==> src/rtl/sp_ram_march_bist.sv <==
// March C- built-in self test engine for a single-port SRAM with 1-cycle read latency.
// Drives one request per cycle and checks each readback on the following cycle.
module sp_ram_march_bist #(
  parameter int                    RAM_SIZE   = 32768,
  parameter int                    ADDR_WIDTH = $clog2(RAM_SIZE),
  parameter int                    DATA_WIDTH = 32,
  parameter logic [DATA_WIDTH-1:0] PATTERN    = 32'h5555_5555
) (
  input  logic                      clk,
  input  logic                      rstn_i,
  input  logic                      start_i,
  output logic                      busy_o,
  output logic                      done_o,
  output logic                      fail_o,
  output logic [ADDR_WIDTH-1:0]     fail_addr_o,
  output logic [DATA_WIDTH-1:0]     fail_data_o,
  output logic                      mem_en_o,
  output logic [ADDR_WIDTH-1:0]     mem_addr_o,
  output logic                      mem_we_o,
  output logic [DATA_WIDTH/8-1:0]   mem_be_o,
  output logic [DATA_WIDTH-1:0]     mem_wdata_o,
  input  logic [DATA_WIDTH-1:0]     mem_rdata_i,
  output logic                      mem_bypass_en_o
);

  localparam int BE_W       = DATA_WIDTH / 8;
  localparam int NUM_WORDS  = RAM_SIZE / BE_W;
  localparam int IDX_W      = $clog2(NUM_WORDS) + 1;
  localparam int BYTE_SHIFT = $clog2(BE_W);

  localparam logic [IDX_W-1:0]      LAST_IDX = IDX_W'(NUM_WORDS - 1);
  localparam logic [DATA_WIDTH-1:0] D0       = PATTERN;
  localparam logic [DATA_WIDTH-1:0] D1       = ~PATTERN;

  typedef enum logic [3:0] {
    S_IDLE, S_M0, S_M1, S_M2, S_M3, S_M4, S_M5, S_FLUSH, S_DONE
  } state_t;

  function automatic logic [ADDR_WIDTH-1:0] word_addr(input logic [IDX_W-1:0] idx);
    return ADDR_WIDTH'(idx) << BYTE_SHIFT;
  endfunction

  state_t                  state_q, state_d;
  logic [IDX_W-1:0]        idx_q, idx_d;
  logic                    phase_q, phase_d;
  logic                    rd_pend_q, rd_pend_d;
  logic [DATA_WIDTH-1:0]   exp_q, exp_d;
  logic [ADDR_WIDTH-1:0]   raddr_q, raddr_d;
  logic                    fail_q, fail_d;
  logic [ADDR_WIDTH-1:0]   fail_addr_q, fail_addr_d;
  logic [DATA_WIDTH-1:0]   fail_data_q, fail_data_d;

  logic                    el_rd, el_wr, el_down, next_down;
  logic [DATA_WIDTH-1:0]   el_rval, el_wval;
  state_t                  el_next;
  logic                    in_elem, busy, is_read, step, at_last, mismatch;

  // Per-element operation table: which ops, which backgrounds, which direction.
  always_comb begin
    el_rd     = 1'b0;
    el_wr     = 1'b0;
    el_down   = 1'b0;
    el_rval   = D0;
    el_wval   = D0;
    el_next   = S_FLUSH;
    next_down = 1'b0;
    unique case (state_q)
      S_M0: begin el_wr = 1'b1; el_wval = D0; el_next = S_M1; end
      S_M1: begin el_rd = 1'b1; el_rval = D0; el_wr = 1'b1; el_wval = D1; el_next = S_M2; end
      S_M2: begin
        el_rd = 1'b1; el_rval = D1; el_wr = 1'b1; el_wval = D0;
        el_next = S_M3; next_down = 1'b1;
      end
      S_M3: begin
        el_rd = 1'b1; el_rval = D0; el_wr = 1'b1; el_wval = D1; el_down = 1'b1;
        el_next = S_M4; next_down = 1'b1;
      end
      S_M4: begin
        el_rd = 1'b1; el_rval = D1; el_wr = 1'b1; el_wval = D0; el_down = 1'b1;
        el_next = S_M5;
      end
      S_M5: begin el_rd = 1'b1; el_rval = D0; el_next = S_FLUSH; end
      default: ;
    endcase
  end

  assign in_elem  = state_q inside {S_M0, S_M1, S_M2, S_M3, S_M4, S_M5};
  assign busy     = in_elem || (state_q == S_FLUSH);
  assign is_read  = el_rd && (!el_wr || !phase_q);
  assign step     = !(el_rd && el_wr) || phase_q;
  assign at_last  = el_down ? (idx_q == '0) : (idx_q == LAST_IDX);
  // Readback from the previous cycle's read request is checked here.
  assign mismatch = busy && rd_pend_q && (mem_rdata_i != exp_q);

  always_comb begin
    state_d     = state_q;
    idx_d       = idx_q;
    phase_d     = phase_q;
    rd_pend_d   = 1'b0;
    exp_d       = exp_q;
    raddr_d     = raddr_q;
    fail_d      = fail_q;
    fail_addr_d = fail_addr_q;
    fail_data_d = fail_data_q;
    mem_en_o    = 1'b0;
    mem_we_o    = 1'b0;
    mem_addr_o  = '0;
    mem_be_o    = '0;
    mem_wdata_o = '0;

    if (in_elem) begin
      mem_en_o   = 1'b1;
      mem_be_o   = '1;
      mem_addr_o = word_addr(idx_q);
      if (is_read) begin
        rd_pend_d = 1'b1;
        exp_d     = el_rval;
        raddr_d   = word_addr(idx_q);
      end else begin
        mem_we_o    = 1'b1;
        mem_wdata_o = el_wval;
      end
      if (step) begin
        phase_d = 1'b0;
        if (at_last) begin
          state_d = el_next;
          idx_d   = next_down ? LAST_IDX : '0;
        end else begin
          idx_d = el_down ? idx_q - IDX_W'(1) : idx_q + IDX_W'(1);
        end
      end else begin
        phase_d = 1'b1;
      end
    end else if (state_q == S_FLUSH) begin
      state_d = S_DONE;
    end else if (start_i) begin
      state_d     = S_M0;
      idx_d       = '0;
      phase_d     = 1'b0;
      fail_d      = 1'b0;
      fail_addr_d = '0;
      fail_data_d = '0;
    end

    // First mismatch wins; the request already on the port this cycle still goes out.
    if (mismatch) begin
      state_d     = S_DONE;
      rd_pend_d   = 1'b0;
      fail_d      = 1'b1;
      fail_addr_d = raddr_q;
      fail_data_d = mem_rdata_i;
    end
  end

  always_ff @(posedge clk or negedge rstn_i) begin
    if (!rstn_i) begin
      state_q     <= S_IDLE;
      idx_q       <= '0;
      phase_q     <= 1'b0;
      rd_pend_q   <= 1'b0;
      fail_q      <= 1'b0;
      fail_addr_q <= '0;
      fail_data_q <= '0;
    end else begin
      state_q     <= state_d;
      idx_q       <= idx_d;
      phase_q     <= phase_d;
      rd_pend_q   <= rd_pend_d;
      fail_q      <= fail_d;
      fail_addr_q <= fail_addr_d;
      fail_data_q <= fail_data_d;
    end
  end

  // Expected-data stage: only meaningful while rd_pend_q is set.
  always_ff @(posedge clk) begin
    exp_q   <= exp_d;
    raddr_q <= raddr_d;
  end

  assign busy_o          = busy;
  assign done_o          = (state_q == S_DONE);
  assign fail_o          = fail_q;
  assign fail_addr_o     = fail_addr_q;
  assign fail_data_o     = fail_data_q;
  assign mem_bypass_en_o = 1'b0;

endmodule
==> config.mk <==
export PLATFORM = sky130hd
export DESIGN_NAME = sp_ram_march_bist
export DESIGN_NICKNAME = d
export VERILOG_FILES = /design/src/rtl/sp_ram_march_bist.sv
export SDC_FILE = /design/constraint.sdc
export NUM_CORES = 1
export LEC_CHECK = 0
export ABC_CLOCK_PERIOD_IN_PS = 4600
export BUFFER_PORTS_ARGS = -buffer_cell sky130_fd_sc_hd__clkbuf_2
export CAP_MARGIN = 20
export CORE_MARGIN = 4
export CORE_UTILIZATION = 45
export CTS_CLUSTER_SIZE = 40
export DETAILED_ROUTE_END_ITERATION = 12
export PLACE_DENSITY = 0.71
export SYNTH_ARGS = -nofsm -noshare
export SYNTH_HDL_FRONTEND = slang
export SYNTH_SLANG_ARGS = --single-unit
==> constraint.sdc <==
create_clock -name clk -period 4.6 [get_ports clk]
set_input_delay 0.92 -clock clk [delete_from_list [all_inputs] [get_ports clk]]
set_output_delay 0.92 -clock clk [all_outputs]
set_load 0.1 [all_outputs]
==> summary.txt <==
Synthesis
  • Post-synth EDFFs: 15
  • Synth warn: 0
  • Avg Inst Size Synth: 9.18 um^2
  • Synthesized area: 0.00472 mm^2
  • Most used DFF post-synth: dfrtp_1
  • Netlist cell types: 60
  • FFs w/ async S/R, synth: 81.5%
  • Mapped Cells: 514
  • #FFs+latches synth: 81
  • Sequential share of the synthesized area: 44.6%

Routing
  • Total Wirelength: 11200 um
  • Vias per cell: 5.42
  • DRT iter0 DRCs: 414
  • DR pass1 iterations: 5
  • Post-DRT Antenna Nets: 0
  • DRC Markers: 0
  • Via Count: 4056
  • Wire per inst: 15.0 um

Global route
  • Gr usage total: 18.5%
  • Vias in the first global route: 3614
  • First-pass GRT wire length: 17700 um
  • Initial antenna violation count: 0
  • Total grt overflow: 0
  • Largest net degree at the start of global routing: 55

Critical path
  • WS Path Type: reg -> reg
  • Crit-path max cell delay: 0.65 ns
  • Worst Setup End Kind: flop
  • Worst Setup Start Kind: flop
  • Cell with the largest stage delay on the worst path: dfrtp_1
  • Worst path top cell family by delay: simple AND/OR/NAND/NOR gates
  • Worst-path cell chain: inv_1, nand3_1, inv_1, fa_1, nand3_1, a31oi_2, o311a_4, or4b_1, a41o_1, nand2_1
  • Endpoint arrival time on the critical path: 3.72 ns
  • Worst-path maximum fanout: 15
  • Crit path buf inv count: 2
  • WP data required: 4.88 ns

Cells and area
  • Synth-to-layout area growth: 14.5%
  • Most common cell after layout, fill and taps aside: clkbuf_2
  • Layout cell share with drive strength beyond 1: 27.9%
  • Ant. Diodes: 0
  • Layout Nets: 658
  • Most frequent cells in the layout: 133 x clkbuf_2, 66 x dfrtp_1, 61 x nand3_1, 57 x o21ai_0, 55 x inv_1

Power
  • Leak: 2.81 nW
  • Pwr Density: 501 mW/mm^2
  • Maximum vdd drop: 0.692 mV

Clock network
  • Max clock buf depth: 2
  • Clock transition at path regs: 0.08 ns
  • CTS H-tree lvls: 3
  • CTS tree: done
  • Setup Fix Bufs, Post-CTS: 0
  • Hold_buf cts: 0
  • Num CTS Buffers: 9
  • Root Buffer: clkbuf_8
  • Resized cells post-CTS: 0
  • Clk_lat worst skew: 0.34 ns
  • Sink Count: 81

STA
  • Endpoints failing hold: 0
  • RSZ-0062 raised after global routing: false
  • Final period utilization: 74.8%
  • Fin Clk Skew: 0.00645 ns
  • # setup viols final: 0
  • Worst slew pin tran: 0.974 ns
  • Relative max-transition margin: 34.5%
  • Worst setup margin: 1.16 ns
  • Final Max Slew Viols: 0
  • Setup TNS Final: 0 ns
  • Tmin final: 3.44 ns
  • Max Fclk: 0.291 GHz

Outcome
  • Outcome: complete, no violations

Flow run
  • Max_cap viols: 0

Hold path
  • Hold WC Path Type: in -> async

Placed design
  • Setup WS pre-CTS: 1.27 ns
  • GPL Wtd Cong: 0.923
  • Port Buffer Count: 133
  • Final HPWL DP: 8170 um

Die
  • DIE WIDTH: 110 um
  • Die area: 0.0122 mm^2
  • Die height: 110 um
  • Core ar.: 0.0103 mm^2
  • Num rows: 37
  • I/O pin count: 139
  • Starting Density: 45.9%
[logic make-up after synthesis]
kind of cell | count (synthesis) | share of synthesized area (%)
muxes | 3 | 0.742
and+or+nand+nor | 172 | 19.6
buffers and inverters | 116 | 13.2
other | 1 | 0.0795
xor gates and xnor gates | 8 | 1.49
DFF | 81 | 44.6
adders and majority gates | 15 | 4.14
AOI/OAI and AO/OA | 118 | 16.2
[final timing paths]
| path | to | slack, ns | start | cells after the start |
|---|---|---|---|---|
| max in group asynchronous | fail_data_o[25] | 3.53 | rstn_i | 2 |
| hold / removal | fail_data_o[23] | 0.44 | rstn_i | 1 |
| hold reg to reg | fail_data_o[13] | 0.50 | fail_data_o[13] | 2 |
| setup / recovery | idx_q[10] | 1.16 | state_q[3] | 10 |
| setup reg to reg | idx_q[10] | 1.16 | state_q[3] | 10 |
| min in group clk | fail_data_o[13] | 0.50 | fail_data_o[13] | 2 |
[report_power, final]
| part | switching [mW] | internal [mW] |
|---|---|---|
| clock network | 0.241 | 0.194 |
| logic | 1.28 | 0.188 |
| registers | 0.0545 | 0.746 |
| total | 1.58 | 1.13 |
[layer usage]
| layer | track usage [%] | part of all wire [%] |
|---|---|---|
| met4 | 8.27 | 2.2 |
| met1 | 25.4 | 43 |
| met3 | 2.85 | 8.6 |
| met2 | 28.9 | 46 |
| met5 | 0 | 0 |
[sequential cells by signal, indices dropped and copies added, names as in the netlist]
register / cells
exp_q: 2
fail_data_o: 32
fail_o: 1
idx_q: 14
rd_pend_q: 1
phase_q: 1
state_q: 4
fail_addr_o: 13
raddr_q: 13
[cell type report]
| cell class | count | area [um^2] |
|---|---|---|
| Clock buffer | 12 | 135 |
| Tap cell | 136 | 170 |
| Multi-Input combinational cell | 321 | 2020 |
| Timing Repair Buffer | 140 | 743 |
| Inverter | 55 | 206 |
| Clock inverter | 4 | 21.3 |
| Fill cell | 935 | 4870 |
| Sequential cell | 81 | 2100 |
[through the flow]
stage	area, um^2	total power [mW]	instances	util (%)	hold slack, ns
floorplan	4740	2.19	518	-	0.475
global placement	5210	2.26	731	50.7	0.480
detailed placement	5210	2.27	731	50.7	0.489
CTS	5360	2.71	747	52.2	0.505
global route	5400	2.83	749	52.6	0.444
finish	5400	2.71	749	52.6	0.443
[Yosys cell counts, types with 11 or more instances]
cell      number  area [um^2]
a21oi_1       13         65.1
and3_1        16          100
buf_4         41          308
clkbuf_1      12         45.0
dfrtp_1       66         1650
edfxtp_1      15          450
ha_1          14          175
inv_1         55          206
nand2_1       25         93.8
nand3_1       61          305
nor2_1        22         82.6
nor4_1        13         81.3
o21ai_0       57          285
o21ai_1       11         55.1
[worst register-to-register path, stage by stage, from the launching register on]
cell	delay (ns)
dfrtp_1	0.65
inv_1	0.23
nand3_1	0.26
inv_1	0.32
fa_1	0.50
nand3_1	0.14
a31oi_2	0.15
o311a_4	0.35
or4b_1	0.47
a41o_1	0.25
nand2_1	0.05
No activity file was read; power rests on OpenSTA's default activity.
